==> config.mk <==
export PLATFORM = sky130hd
export DESIGN_NAME = system_tx_sequencer
export DESIGN_NICKNAME = d
export VERILOG_FILES = /design/src/rtl/system_tx_sequencer.sv
export SDC_FILE = /design/constraint.sdc
export NUM_CORES = 1
export LEC_CHECK = 0
export ABC_AREA = 0
export CAP_MARGIN = 20
export CORE_UTILIZATION = 62
export CTS_CLUSTER_DIAMETER = 200
export DETAILED_ROUTE_END_ITERATION = 7
export GPL_ROUTABILITY_DRIVEN = 1
export PLACE_DENSITY = 0.82
export SLEW_MARGIN = 20
export SYNTH_ARGS = -nofsm -noshare
export SYNTH_HDL_FRONTEND = slang
export SYNTH_SLANG_ARGS = --single-unit
==> constraint.sdc <==
create_clock -name i_clk -period 3.5 [get_ports i_clk]
set_input_delay 0.525 -clock i_clk [delete_from_list [all_inputs] [get_ports i_clk]]
set_output_delay 0.525 -clock i_clk [all_outputs]
set_load 0.05 [all_outputs]
==> src/rtl/system_tx_sequencer.sv <==
// Transmit sequencer: queues datapath result words and serialises them, low byte first, to a UART TX core.
// Optional length-header byte before each frame is enabled by defining SYSTEM_TX_SEQ_LEN_HEADER_EN.
module system_tx_sequencer #(
    parameter int DATA_WIDTH   = 8,
    parameter int FIFO_DEPTH   = 4,
    parameter int BUSY_TIMEOUT = 4
) (
    input  logic                    i_clk,
    input  logic                    i_rst,
    input  logic [2*DATA_WIDTH-1:0] i_word,
    input  logic                    i_word_len,
    input  logic                    i_word_valid,
    output logic                    o_full,
    output logic                    o_drop,
    output logic [DATA_WIDTH-1:0]   o_tx_byte,
    output logic                    o_tx_valid,
    input  logic                    i_tx_busy,
    output logic                    o_idle
);
    localparam int PTR_W  = $clog2(FIFO_DEPTH);
    localparam int CNT_W  = PTR_W + 1;
    localparam int WORD_W = 2 * DATA_WIDTH;
    localparam int TMR_W  = $clog2(BUSY_TIMEOUT + 1);

    typedef enum logic [2:0] {
        IDLE,
        LOAD,
        SEND,
        WAIT_BUSY,
        WAIT_DONE
`ifdef SYSTEM_TX_SEQ_LEN_HEADER_EN
        , HEADER
`endif
    } state_t;

    state_t state;

    logic [WORD_W:0]      mem [FIFO_DEPTH];
    logic [PTR_W-1:0]     wr_ptr;
    logic [PTR_W-1:0]     rd_ptr;
    logic [CNT_W-1:0]     count;
    logic [CNT_W-1:0]     count_next;
    logic                 push_ok;
    logic                 pop;
    logic                 fifo_empty;
    logic [WORD_W:0]      head;

    logic [WORD_W-1:0]    frame_word;
    logic                 byte_idx;
    logic                 next_idx;
    logic [1:0]           bytes_left;
    logic [TMR_W-1:0]     timer;
`ifdef SYSTEM_TX_SEQ_LEN_HEADER_EN
    logic                 header_pending;
`endif

    assign o_full     = (count == CNT_W'(FIFO_DEPTH));
    assign fifo_empty = (count == '0);
    assign push_ok    = i_word_valid && !o_full;
    assign pop        = (state == LOAD);
    assign head       = mem[rd_ptr];
    assign next_idx   = byte_idx + 1'b1;

    always_comb begin
        count_next = count;
        if (push_ok && !pop) begin
            count_next = count + CNT_W'(1);
        end else if (!push_ok && pop) begin
            count_next = count - CNT_W'(1);
        end
    end

    always_ff @(posedge i_clk) begin
        if (push_ok) begin
            mem[wr_ptr] <= {i_word_len, i_word};
        end
    end

    always_ff @(posedge i_clk or posedge i_rst) begin
        if (i_rst) begin
            wr_ptr <= '0;
            rd_ptr <= '0;
            count  <= '0;
            o_drop <= 1'b0;
        end else begin
            count  <= count_next;
            o_drop <= i_word_valid && o_full;
            if (push_ok) begin
                wr_ptr <= wr_ptr + PTR_W'(1);
            end
            if (pop) begin
                rd_ptr <= rd_ptr + PTR_W'(1);
            end
        end
    end

    // The byte and strobe are loaded on the edge entering SEND so they are visible while in SEND.
    always_ff @(posedge i_clk or posedge i_rst) begin
        if (i_rst) begin
            state      <= IDLE;
            frame_word <= '0;
            byte_idx   <= 1'b0;
            bytes_left <= 2'd0;
            timer      <= '0;
            o_tx_byte  <= '0;
            o_tx_valid <= 1'b0;
            o_idle     <= 1'b1;
`ifdef SYSTEM_TX_SEQ_LEN_HEADER_EN
            header_pending <= 1'b0;
`endif
        end else begin
            o_tx_valid <= 1'b0;
            o_idle     <= 1'b0;
            case (state)
                IDLE: begin
                    if (!fifo_empty && !i_tx_busy) begin
                        state <= LOAD;
                    end else begin
                        o_idle <= (count_next == '0);
                    end
                end
                LOAD: begin
                    frame_word <= head[WORD_W-1:0];
                    byte_idx   <= 1'b0;
                    bytes_left <= head[WORD_W] ? 2'd1 : 2'd2;
                    o_tx_valid <= 1'b1;
`ifdef SYSTEM_TX_SEQ_LEN_HEADER_EN
                    o_tx_byte      <= head[WORD_W] ? DATA_WIDTH'(1) : DATA_WIDTH'(2);
                    header_pending <= 1'b1;
                    state          <= HEADER;
`else
                    o_tx_byte <= head[DATA_WIDTH-1:0];
                    state     <= SEND;
`endif
                end
`ifdef SYSTEM_TX_SEQ_LEN_HEADER_EN
                SEND, HEADER: begin
`else
                SEND: begin
`endif
                    timer <= '0;
                    state <= WAIT_BUSY;
                end
                WAIT_BUSY: begin
                    if (i_tx_busy) begin
                        state <= WAIT_DONE;
                    end else if (timer == TMR_W'(BUSY_TIMEOUT - 1)) begin
                        o_tx_valid <= 1'b1;
                        state      <= SEND;
                    end else begin
                        timer <= timer + TMR_W'(1);
                    end
                end
                WAIT_DONE: begin
                    if (!i_tx_busy) begin
`ifdef SYSTEM_TX_SEQ_LEN_HEADER_EN
                        if (header_pending) begin
                            header_pending <= 1'b0;
                            o_tx_byte      <= frame_word[DATA_WIDTH-1:0];
                            o_tx_valid     <= 1'b1;
                            state          <= SEND;
                        end else
`endif
                        if (bytes_left == 2'd1) begin
                            bytes_left <= 2'd0;
                            if (!fifo_empty) begin
                                state <= LOAD;
                            end else begin
                                state  <= IDLE;
                                o_idle <= !push_ok;
                            end
                        end else begin
                            bytes_left <= bytes_left - 2'd1;
                            byte_idx   <= next_idx;
                            o_tx_byte  <= frame_word[int'(next_idx) * DATA_WIDTH +: DATA_WIDTH];
                            o_tx_valid <= 1'b1;
                            state      <= SEND;
                        end
                    end
                end
                default: state <= IDLE;
            endcase
        end
    end

endmodule

Word-level counts from Yosys, hierarchy flattened
Memory sizes are Yosys's and may differ from the RTL's. Index checks and enable logic that the tools add are counted.

Register bits after elaboration: 43. RAM bits: 68. Bits of input ports: 21. Output and inout port bits: 12. Word-level logic and storage cells: 87. Memories: 1.

Memories: mem (depth 4, bits a word 17, rd ports 1, clocked after Yosys merged registers in 0, write ports 1, line 38) `logic [WORD_W:0] mem [FIFO_DEPTH];`.

Add/sub/neg operators: 7. Eq/ne operators: 13. Shifts and indexed selects: 1. Multiplexer cells: 34. Reductions and logical operators: 19.

Operators with widths (count): 3-bit two-way mux (9); 8-bit two-way mux (2); 8-bit case mux with 2 select lines (1); 16-bit by 5-bit variable part select with 8-bit output (1); 3-bit case mux with 5 select lines (1); 1-bit two-way mux (13); 2-bit != test, second input constant (5); 3-bit by 2-bit equality test with 1-bit output, second input constant (3); 3-bit zero test (3); 3-bit AND reduction (3); 3-bit by 1-bit adder with 3-bit output, second input constant (2); 3-bit equality test, second input constant (2); 2-bit two-way mux (3); 3-bit case mux with 2 select lines (1); 1-bit logical AND (5); 1-bit zero test (5); 2-bit by 1-bit adder with 2-bit output, second input constant (2); 1-bit case mux with 2 select lines (2); 2-bit case mux with 2 select lines (1); 2-bit nonzero test (2); 3-bit by 1-bit equality test with 1-bit output, second input constant (1); 3-bit != test, second input constant (1); 1-bit case mux with 3 select lines (1); 3-bit by 1-bit subtractor with 3-bit output, second input constant (1); other kinds (4) (4).

Logic depth before layout (Yosys ltp)
Depth after elaboration: 10. Depth in mapped cells: 8. Gate-level depth less buffers: 7.

Worst setup path before layout
No wires, ideal clock.

Kind: register to register. Start point: reg count[0]. End point: mem mem[0][0] (netlist bit) (enable). Setup time: 0.375 ns. Data arrival time: 1.383 ns. Data required time: 3.125 ns. Setup slack: 1.742 ns. Stages on the path, launching flop included: 5. Path buffers: 0. Period minus slack after synthesis: 1.758 ns. Cells stage by stage: dfrtp_1 -> inv_1 -> ha_1 -> nand2_1 -> and3_1.

Longest elaborated chain between the ends: 5.

RTL lines: start: declaration (line 41) `logic [CNT_W-1:0] count;`; start signal: assignment (line 86) `count <= count_next;`; 3-bit equality test (line 57) `assign o_full = (count == CNT_W'(FIFO_DEPTH));`; 1-bit zero test (line 59) `assign push_ok = i_word_valid && !o_full;`; 1-bit logical AND (line 59); 1-bit two-way mux (line 74) `if (push_ok) begin`; 1-bit two-way mux (not written as such) (line 75) `mem[wr_ptr] <= {i_word_len, i_word};`; end: declaration (line 38).

No other way between the ends.

Final worst setup path
Start point: reg count[0]. End point: out o_full.

Longest elaborated chain between the ends: 1.

RTL lines: 3-bit equality test (line 57); end: declaration (line 13) `output logic o_full,`.

No other way between the ends.

==> tab_implementation.tex <==
\begin{tabular}{lr}
\hline
Metric & Value \\
\hline
\multicolumn{2}{l}{\textbf{STA}} \\
Hold violation count in the final report & 0 \\
Max frequency & approximately 370 MHz \\
Share of the clock period used by the worst path & 78.3\% \\
Max\_slew headroom & 39.3\% \\
Number of endpoints failing setup at the final stage & 0 \\
Final count of pins violating max slew & 0 \\
Transition at the pin with the smallest max-transition slack & 0.911 ns \\
Worst clock skew on the final layout & 0.0158 ns \\
Post-layout min period & 2.74 ns \\
RSZ-0062 raised after global routing & false \\
Final sum of negative setup slack & 0 ns \\
\multicolumn{2}{l}{\textbf{Logic synthesis}} \\
Count of state elements after synthesis & 111 \\
Top FF cell, synth & sky130\_fd\_sc\_hd\_\_edfxtp\_1 \\
Count of flip-flops with a built-in enable after synthesis & between 60 and 70 \\
Syn. warnings & 0 \\
Dominant cell type by area after synthesis & sky130\_fd\_sc\_hd\_\_edfxtp\_1 \\
Leading cell types by total area after synthesis & sky130\_fd\_sc\_hd\_\_edfxtp\_1 44\%, sky130\_fd\_sc\_hd\_\_dfrtp\_1 23\%, sky130\_fd\_sc\_hd\_\_mux4\_2 8.2\% \\
Synth Instances & around 330 \\
Post-synth ARST share & 38.7\% \\
Net count of the mapped netlist & around 360 \\
Share of the synthesized area in the top cell type & 43.9\% \\
Sequential element share of the synthesized area & 67.1\% \\
Unique masters post-synth & 45 \\
Synthesized cell area & 0.00465 mm2 \\
Avg Synthesized Cell Area & 14.3 um2 \\
\multicolumn{2}{l}{\textbf{Cells and area}} \\
Net total in the final layout & roughly 390 \\
Antenna cell count & 0 \\
Final design utilization & between 70\% and 80\% \\
Area growth, synth to finish & 12.6\% \\
FILL cells & around 460 \\
Fraction of final layout cells with drive strength greater than 1 & 12.2\% \\
Flip-flop and latch area & between 0.003 and 0.004 mm2 \\
Multi-input logic area & 0.00140 mm2 \\
\multicolumn{2}{l}{\textbf{Routing}} \\
Count of unresolved DRC violations after routing & 0 \\
Post-route antenna net violation count & 0 \\
Total Wirelength & between 7000 and 8000 um \\
DRC marker count from the first detailed-route iteration & 191 \\
Detailed-router iteration count before antenna repair & 4 \\
Post-DR wirelength/cell & 16.8 um \\
Number of vias per cell & 5.69 \\
Vias post-DR & 2613 \\
\multicolumn{2}{l}{\textbf{Clock tree}} \\
CTS root buf & sky130\_fd\_sc\_hd\_\_clkbuf\_8 \\
TritonCTS clock tree & built \\
TritonCTS sink count & approximately 110 \\
Clock latency on the worst-skew pair & 0.38 ns \\
Clock tree buffer depth & 2 \\
\# Post-CTS Setup Buffers & 0 \\
Number of gates resized after cts & 0 \\
\# hold bufs at CTS & 0 \\
Number of H-tree levels & 3 \\
Clock transition at path regs & 0.11 ns \\
Cts bufs inserted & 9 \\
\multicolumn{2}{l}{\textbf{Die}} \\
Count of boundary I/O pins & 33 \\
Horiz. Die Dim & 88.6 um \\
Initial standard-cell utilization of the core & 64.1\% \\
Core Rows & 31 \\
Die area & 0.00785 mm2 \\
Y dimension of the die & 88.6 um \\
Core box area & 0.00725 mm2 \\
\multicolumn{2}{l}{\textbf{Job}} \\
Number of max-capacitance violations reported & 0 \\
\multicolumn{2}{l}{\textbf{Setup path}} \\
Critical Path End Type & primary output \\
Critical path fanouts, max & 6 \\
Data required time of the worst path & 2.97 ns \\
Signal arrival time at the worst endpoint & 2.21 ns \\
Nature of the critical path startpoint & register \\
Critical path start-end classification & reg2out \\
\multicolumn{2}{l}{\textbf{Pwr}} \\
Maximum resistive drop on vdd & 0.469 mV \\
P per Cell Area & 860 mW/mm2 \\
LEAKAGE & a little over 2 nW \\
\multicolumn{2}{l}{\textbf{Placed design}} \\
DPL Wire Length & 5110 um \\
Placer's final routability congestion estimate & 0.704 \\
Port buffer count & 32 \\
\multicolumn{2}{l}{\textbf{GRT}} \\
Global Route Usage Sum & between 20 and 25\% \\
Via count of the first global-routing pass & 2601 \\
First-pass GRT wire length & 12600 um \\
Leftover overflow at the end of global routing & 0 \\
Initial antenna violation count & 0 \\
Maximum number of pins on one net before global-route repair & 44 \\
\multicolumn{2}{l}{\textbf{Min path}} \\
Kind of path behind the tightest hold check & reg2reg \\
\multicolumn{2}{l}{\textbf{Status}} \\
Outcome & completed \\
\hline
\end{tabular}
==> flip-flops by register name (all words and copies together), names as in the netlist <==
| signal | cells |
|---|---|
| mem | 68 |
| frame_word | 16 |
| o_tx_byte | 8 |
| count | 3 |
| state | 3 |
| timer | 3 |
| bytes_left | 2 |
| rd_ptr | 2 |
| wr_ptr | 2 |
| byte_idx | 1 |
| o_drop | 1 |
| o_idle | 1 |
| o_tx_valid | 1 |
==> logic make-up (layout without fill, tap and decap cells) <==
logic type      count (synthesis)  in the layout  share of synthesized area, %
mux                            26             26                          10.2
simple gates                  100            100                          9.66
buf+inv                        29             63                          2.80
xor+xnor                        5              5                         0.942
flops                         111            111                          67.1
compound gates                 45             45                          6.65
fa+ha+maj                      10             10                          2.69
==> layout by cell type (no fill, tap or decap), types with 8 or more instances in the layout <==
| master | Yosys | routed |
|---|---|---|
| sky130_fd_sc_hd__dfrtp_1 | 42 | 42 |
| sky130_fd_sc_hd__a21oi_1 | 12 | 12 |
| sky130_fd_sc_hd__nand2_1 | 59 | 59 |
| sky130_fd_sc_hd__ha_1 | 10 | 10 |
| sky130_fd_sc_hd__inv_1 | 12 | 12 |
| sky130_fd_sc_hd__clkbuf_8 | 0 | 9 |
| sky130_fd_sc_hd__mux2i_1 | 8 | 8 |
| sky130_fd_sc_hd__nor2_1 | 18 | 18 |
| sky130_fd_sc_hd__edfxtp_1 | 68 | 68 |
| sky130_fd_sc_hd__mux4_2 | 17 | 17 |
| sky130_fd_sc_hd__clkdlybuf4s50_1 | 0 | 32 |
| sky130_fd_sc_hd__o21ai_0 | 13 | 13 |
==> where the power goes <==
part           switching [mW]  leakage, nW  internal (mW)  total [mW]
clock network           0.472        0.104          0.289       0.761
logic                   0.936        0.756          0.712        1.65
registers               0.289         1.16           1.80        2.09
total                    1.70         2.02           2.80        4.50
==> layer usage <==
layer	wire (um)	global-route usage (%)	vias to the layer above
met5	0	0	-
met4	140	9.68	0
met3	275	4.10	10
met2	3780	36.2	60
met1	3530	30.4	1302
li1	-	-	1241
==> cells in the mapped netlist, types with 3 or more instances <==
cell / n
sky130_fd_sc_hd__a21oi_1: 12
sky130_fd_sc_hd__a22o_1: 3
sky130_fd_sc_hd__and3_1: 5
sky130_fd_sc_hd__buf_2: 5
sky130_fd_sc_hd__clkbuf_1: 10
sky130_fd_sc_hd__dfrtp_1: 42
sky130_fd_sc_hd__edfxtp_1: 68
sky130_fd_sc_hd__ha_1: 10
sky130_fd_sc_hd__inv_1: 12
sky130_fd_sc_hd__mux2i_1: 8
sky130_fd_sc_hd__mux4_2: 17
sky130_fd_sc_hd__nand2_1: 59
sky130_fd_sc_hd__nor2_1: 18
sky130_fd_sc_hd__nor3_1: 4
sky130_fd_sc_hd__o21ai_0: 13
sky130_fd_sc_hd__xnor2_1: 5
==> metrics by stage <==
stage / hold WS [ns] / std cells / setup WS [ns] / total power [mW] / cell area, um2
after CTS: 0.491 / 459 / 0.762 / 4.53 / 5240
after floorplan: 0.445 / 326 / 1.74 / 3.34 / 4650
final: 0.491 / 459 / 0.760 / 4.50 / 5240
after detailed placement: 0.463 / 443 / 1.13 / 3.77 / 5030
after global routing: 0.513 / 459 / 0.645 / 4.79 / 5240
after global placement: 0.457 / 443 / 1.18 / 3.69 / 5030
==> path summary, 6_finish.rpt <==
kind | endpoint | cells past startpoint | from | slack, ns
setup / recovery | o_full | 5 | count[0]$_DFF_PP0_ | 0.76
hold reg to reg | o_tx_byte[3]$_DFFE_PP0P_ | 2 | o_tx_byte[3]$_DFFE_PP0P_ | 0.49
hold / removal | o_tx_byte[3]$_DFFE_PP0P_ | 2 | o_tx_byte[3]$_DFFE_PP0P_ | 0.49
setup reg to reg | o_idle$_DFF_PP1_ | 5 | state[0]$_DFFE_PP0P_ | 1.29
min in group asynchronous | o_tx_byte[7]$_DFFE_PP0P_ | 3 | i_rst | 0.57
max in group asynchronous | o_idle$_DFF_PP1_ | 3 | i_rst | 2.54
==> critical path: stages (launching register included) <==
cell,delay [ns]
sky130_fd_sc_hd__dfrtp_1,0.43
sky130_fd_sc_hd__inv_1,0.12
sky130_fd_sc_hd__ha_1,0.22
sky130_fd_sc_hd__nand2_1,0.20
sky130_fd_sc_hd__inv_1,0.09
sky130_fd_sc_hd__clkdlybuf4s50_1,0.79
==> final cells by class <==
| cell class | count | share of cell area [%] |
|---|---|---|
| well taps | 99 | 2.37 |
| multi-input cells | 186 | 26.8 |
| inverters | 12 | 0.860 |
| repair buffers | 35 | 6.55 |
| flip-flops and latches | 111 | 59.6 |
| clock inverters | 7 | 1.51 |
| clock buffers | 9 | 2.37 |
Note: power is estimated with default switching activity, not from simulation.
